==> src/rtl/keccak_theta_engine.sv <==
// Keccak theta step applied slice-by-slice to a state held in an external
// single-port memory; only the 5-bit column parity is carried between slices.
module keccak_theta_engine #(
  parameter int SLICES   = 64,
  parameter int ADDR_W   = 6,
  parameter int SRC_BASE = 0,
  parameter int DST_BASE = 0
) (
  input  logic              clock,
  input  logic              reset,
  input  logic              start,
  input  logic [0:24]       in,
  output logic              busy,
  output logic              done,
  output logic [ADDR_W-1:0] mem_adr,
  output logic [0:24]       mem_in,
  output logic              mem_r,
  output logic              mem_w
);

  localparam int Z_W = (SLICES > 1) ? $clog2(SLICES) : 1;
  localparam logic [ADDR_W-1:0] SRC_A  = ADDR_W'(SRC_BASE);
  localparam logic [ADDR_W-1:0] DST_A  = ADDR_W'(DST_BASE);
  localparam logic [ADDR_W-1:0] LAST_A = ADDR_W'(SRC_BASE + SLICES - 1);
  localparam logic [Z_W-1:0]    Z_LAST = Z_W'(SLICES - 1);

  typedef enum logic [2:0] {
    IDLE, PRE_RD, PRE_CAP, RD, WR, DONE_HOLD
  } state_t;

  state_t         state;
  logic [Z_W-1:0] z;
  logic [4:0]     saved_par;
  logic [4:0]     cur_par;

  function automatic logic [4:0] parity(input logic [0:24] w);
    logic [4:0] p;
    p = '0;
    for (int unsigned x = 0; x < 5; x++)
      for (int unsigned y = 0; y < 5; y++)
        p[x] = p[x] ^ w[5*y + x];
    return p;
  endfunction

  function automatic logic [0:24] theta(input logic [0:24] w,
                                        input logic [4:0]  c,
                                        input logic [4:0]  cp);
    logic [0:24] o;
    o = '0;
    for (int unsigned i = 0; i < 25; i++)
      o[i] = w[i] ^ c[(i % 5 + 4) % 5] ^ cp[(i % 5 + 1) % 5];
    return o;
  endfunction

  always_comb begin
    cur_par = parity(in);
    mem_in  = '0;
    if (state == WR) mem_in = theta(in, cur_par, saved_par);
  end

  // Outputs are assigned on the transition into the state that owns them.
  always_ff @(posedge clock) begin
    if (reset) begin
      state     <= IDLE;
      z         <= '0;
      saved_par <= '0;
      busy      <= 1'b0;
      done      <= 1'b0;
      mem_r     <= 1'b0;
      mem_w     <= 1'b0;
      mem_adr   <= '0;
    end else begin
      case (state)
        IDLE, DONE_HOLD: begin
          mem_r <= 1'b0;
          mem_w <= 1'b0;
          if (start) begin
            state   <= PRE_RD;
            busy    <= 1'b1;
            done    <= 1'b0;
            mem_r   <= 1'b1;
            mem_adr <= LAST_A;
          end
        end
        PRE_RD: begin
          state <= PRE_CAP;
          mem_r <= 1'b0;
        end
        PRE_CAP: begin
          saved_par <= cur_par;
          z         <= '0;
          state     <= RD;
          mem_r     <= 1'b1;
          mem_adr   <= SRC_A;
        end
        RD: begin
          state   <= WR;
          mem_r   <= 1'b0;
          mem_w   <= 1'b1;
          mem_adr <= DST_A + ADDR_W'(z);
        end
        WR: begin
          saved_par <= cur_par;
          mem_w     <= 1'b0;
          if (z == Z_LAST) begin
            state <= DONE_HOLD;
            busy  <= 1'b0;
            done  <= 1'b1;
          end else begin
            z       <= z + Z_W'(1);
            state   <= RD;
            mem_r   <= 1'b1;
            mem_adr <= SRC_A + ADDR_W'(z) + ADDR_W'(1);
          end
        end
        default: state <= IDLE;
      endcase
    end
  end

endmodule

==> config.mk <==
export PLATFORM = sky130hd
export DESIGN_NAME = keccak_theta_engine
export DESIGN_NICKNAME = d
export VERILOG_FILES = /design/src/rtl/keccak_theta_engine.sv
export SDC_FILE = /design/constraint.sdc
export NUM_CORES = 1
export LEC_CHECK = 0
export ABC_AREA = 1
export BUFFER_PORTS_ARGS = -buffer_cell sky130_fd_sc_hd__buf_2
export CELL_PAD_IN_SITES_DETAIL_PLACEMENT = 1
export CELL_PAD_IN_SITES_GLOBAL_PLACEMENT = 1
export CORE_AREA = 2 2 96 98
export CTS_CLUSTER_SIZE = 20
export DETAILED_ROUTE_END_ITERATION = 16
export DIE_AREA = 0 0 98 100
export GPL_TIMING_DRIVEN = 0
export PLACE_DENSITY = 0.66
export SKIP_CTS_REPAIR_TIMING = 1
export SYNTH_ARGS = -nofsm -noshare
export SYNTH_HDL_FRONTEND = slang
export SYNTH_SLANG_ARGS = --single-unit
==> constraint.sdc <==
create_clock -name clock -period 2.7 [get_ports clock]
set_clock_uncertainty 0.05 [all_clocks]
set_input_delay 0.54 -clock clock [delete_from_list [all_inputs] [get_ports clock]]
set_output_delay 0.54 -clock clock [all_outputs]
set_load 0.005 [all_outputs]
* Word level (Yosys, flattened, before mapping) *
Cells that the tools add are included.

operators by class
  bitwise logic cells = 70
  $add $sub $neg = 1
  reductions and logical operators = 14
  mux-type cells = 18
  eq/ne operators = 9

operators by type and width
  operator                                                                 number
  1-bit XOR                                                                70
  25-bit 2-to-1 mux                                                        1
  6-bit case mux with 4 select lines                                       1
  3-bit case mux with 5 select lines                                       1
  6-bit 2-to-1 mux                                                         2
  6-bit case mux with 2 select lines                                       1
  4-bit nonzero test                                                       2
  6-bit by 1-bit adder with 6-bit output, second input constant            1
  3-bit by 2-bit == test with 1-bit output, second input constant          2
  3-bit == test, second input constant                                     2
  6-bit == test, second input constant                                     1
  1-bit 2-to-1 mux                                                         6
  3-bit 2-to-1 mux                                                         2
  1-bit case mux with 2 select lines                                       3
  3-bit AND reduction                                                      2
  2-bit nonzero test                                                       3
  2-bit OR reduction                                                       3
  2-bit inequality test, second input constant                             2
  1-bit case mux with 4 select lines                                       1
  2-bit AND reduction                                                      2
  3-bit by 1-bit == test with 1-bit output, second input constant          1
  3-bit logical NOT                                                        1
  3-bit OR reduction                                                       1
  2-bit by 1-bit inequality test with 1-bit output, second input constant  1

word-level totals
  output and inout bits = 35
  bits of input ports = 28
  bits in registers = 24
  word-level logic and storage cells = 120

* Depth between registers and ports, before layout *
  depth in word-level cells = 7
  mapped depth = 11
  gate-level depth less buffers = 10

* Worst setup path before layout *
OpenSTA, ideal clock, no wires.

  path kind = input to output
  from = input in[19] (netlist bit)
  to = output mem_in[10] (netlist bit)
  arrival time = 1.221 ns
  cell stages on the path = 11
  required time = 2.110 ns
  setup slack = 0.889 ns
  buffers on the path = 1
  cell sequence = inv_1 -> nand2_1 -> nand2_1 -> nand2_1 -> nand2_1 -> nand2_1 -> nand2_1 -> buf_2 -> nand2_1 -> nand2_1 -> nor2_1

on the way
  longest elaborated chain between the ends = 5

RTL lines
  what                    RTL line  source
  from (decl)             12        input logic [0:24] in,
  1-bit XOR (2 in a row)  41        p[x] = p[x] ^ w[5*y + x];
  1-bit XOR (2 in a row)  51        o[i] = w[i] ^ c[(i % 5 + 4) % 5] ^ cp[(i % 5 + 1) % 5];
  25-bit 2-to-1 mux       58        if (state == WR) mem_in = theta(in, cur_par, saved_par);
  to (decl)               16        output logic [0:24] mem_in,

No other way between the ends.

* Worst setup path after layout *
  from = register state[1]
  to = output mem_in[17] (netlist bit)

on the way
  longest elaborated chain between the ends = 2

RTL lines
  what                    RTL line  source
  from (decl)             31        state_t state;
  from (signal assigned)  64        state <= IDLE;
  from (signal assigned)  78        state <= PRE_RD;
  from (signal assigned)  86        state <= PRE_CAP;
  3-bit == test           58
  25-bit 2-to-1 mux       58

No other way between the ends.

==> metrics <==
clk_lat worst skew 270 ps; CP top delay family buffers and inverters; area of the core 8890 sq um; actual slew at the worst max-slew pin 390.9 ps; Overflow after GRT 0; area share of fa/ha/maj cells after synthesis 0.5797%; post-route ant nets 0; clock sinks 24; Worst slew margin 73.94%; Synth top area share 22.26%; combinational power share 40.7%; pin count of the biggest net entering global routing 13; switching part of the total 37.41%; clock tree from TritonCTS yes; IO Port Bufs 61; clock transition at the registers of the reported paths 80 ps; register area 480.5 sq um; most frequent CP cell buf_6; CTS buffer count 3; Max Cap Viol 0; area of the multi-input gates 1409 sq um; hold_ws 401.1 ps; Post-Syn Instances 382; Worst Hold Class flip-flop to flip-flop; CP Buf/Inv Count 4; Area Overhead vs Synth 22.49%; leak pwr 0.001446 uW; Finish-stage setup viols 0; Placed Cells 554; Reg power frac 39.2%; Sw Pwr 399.1 uW; Int Pwr 667.7 uW; gr usage total 13.12%; # diodes 0; Peak VDD IR 0.2093 mV; sequential area share after synthesis 22.26%; I/O pins 63; Startpoint Class flip-flop; syn_area_per_cell 5.650 sq um; main combinational cell family by area after synthesis simple AND/OR/NAND/NOR gates; Final nets 477; vias in the first global route 2466; Crit path required time 2110 ps; Critical Path Sink Type primary output; Root Driver clkbuf_8; EDFF count, synth 0; PwrDens 403.5 nW/um^2; Hold Startpoint busy; drt via density 4.408; Yosys reg bits 24; final worst-path cycle share 84.34%; Max Fanout on Critical Path 10; hpwl dp 5232 um; ys async rst share 0%; maximum buffer depth of the clock tree 2; first-pass GRT wire length 11030 um; die span in x 98 um; XOR/XNOR share of the synthesized area 12.17%; worst-path cell chain inv_2 > nand2_2 > nor2_4 > buf_6 > buf_6 > nand2_1 > nor2_1 > buf_2; final slew viol count 0; CP max stage delay 390 ps; simple-gate share of the synthesized area 47.19%; Period minus WS final 2277 ps; Chip Height 100 um; DR DRC count 0; initial antenna violation count 0; layout cell share with drive strength beyond 1 20.40%; DRT Pass-1 Iters 4; clock network power share 20.1%; non-filler cells, final 557; status finished clean; total negative setup slack 0 ps; Synth area leader dfxtp_1; Design Power 1067 uW; Commonest cells post-synth nand2_1, nor2_1, inv_1; FP Rows 35; average wire per standard cell 11.25 um; First DRT Iteration DRCs 33; area of the die 9800 sq um; Initial Util 24.28%; leading post-synthesis cells by cell area dfxtp_1, nand2_1, nor2_1; final RePlAce weighted congestion 0.8289; Final Hold Viols 0; unrepaired setup endpoints after global routing no; CTS H-Tree Depth 1; worst setup path startpoint state[1]; arrival time at the worst endpoint 1690 ps; Yosys cell types 27; Slowest cell on crit path dfxtp_1; Setup CP Type flip-flop to primary output; Ys Warns 0; f_max 0.4391 GHz; Worst R2R Start z[0]; Compound-Gate Fraction of Synth Area 5.333%; final WL 6269 um; via count 2455; fillers 1203; post-synthesis cell area 2158 sq um; count leader, synth nand2_1; post-synthesis mux area share 0%; post-synth net total 411; Most used DFF post-synth dfxtp_1
==> layout make-up <==
type | instances | area share [%]
repair buffers | 61 | 11.55
plain buffers | 16 | 3.928
multi-input cells | 298 | 53.29
inverters | 44 | 6.247
clock buffers | 3 | 1.562
well taps | 111 | 5.253
flip-flops and latches | 24 | 18.17
==> final timing paths <==
check	endpoint	slack (ps)	cells after the start
worst max-delay path	mem_in[17]	420	8
worst min-delay path	busy	400	2
worst max register to register	z[2]	1110	7
worst min register to register	busy	400	2
==> placed cells by master (no fill, tap or decap), drive strengths merged <==
cell,instances
nand2,133
nor2,75
buf,74
inv,44
xnor2,30
nand3,30
dfxtp,24
a21oi,11
o21ai,7
clkbuf,6
or2,5
o21bai,2
nand4,2
nor3,1
a31oi,1
ha,1
==> logic make-up (layout without fill, tap and decap cells) <==
group                      Yosys count  after routing
DFF                                 24             24
and+or+nand+nor                    246            246
xor gates and xnor gates            30             30
adders and majority gates            1              1
buffers and inverters               60            124
AOI/OAI and AO/OA                   21             21
==> metal layers <==
| metal | wire length, um | vias up | GRT usage [%] |
|---|---|---|---|
| met5 | 0 | - | 0 |
| met4 | 21 | 0 | 1.282 |
| met3 | 237 | 2 | 1.462 |
| met2 | 3119 | 46 | 25.24 |
| met1 | 2890 | 1129 | 16.25 |
| li1 | - | 1278 | - |
==> power groups by stage <==
stage	Combinational, uW	Clock, uW	Sequential (uW)
floorplan	316	0	423
global placement	423	0	425
detailed placement	443	0	427
CTS	446	225	419
global route	504	239	424
finish	434	214	418
==> worst reg2reg max path, cell delays in order (launching register included) <==
cell and delay, ps:
dfxtp_1 450, ha_1 230, nand3_1 160, o21ai_2 200, nand2_2 140, inv_2 120
nand2_1 60, a21oi_1 120
==> state kept, by name (all words and copies together) (netlist names) <==
signal     flops
state          3
busy           1
mem_w          1
z              6
saved_par      5
mem_r          1
mem_adr        6
done           1
==> stage by stage <==
stage          util, %  cell area (sq um)  setup slack, ps
2_1_floorplan        -               2158            889.4
3_3_place_gp     29.28               2603            453.8
3_5_place_dp     29.28               2603            448.7
4_1_cts          29.74               2644            379.7
5_1_grt          29.74               2644            225.7
6_report         29.74               2644            422.8
(Power assumes the default switching activity.)
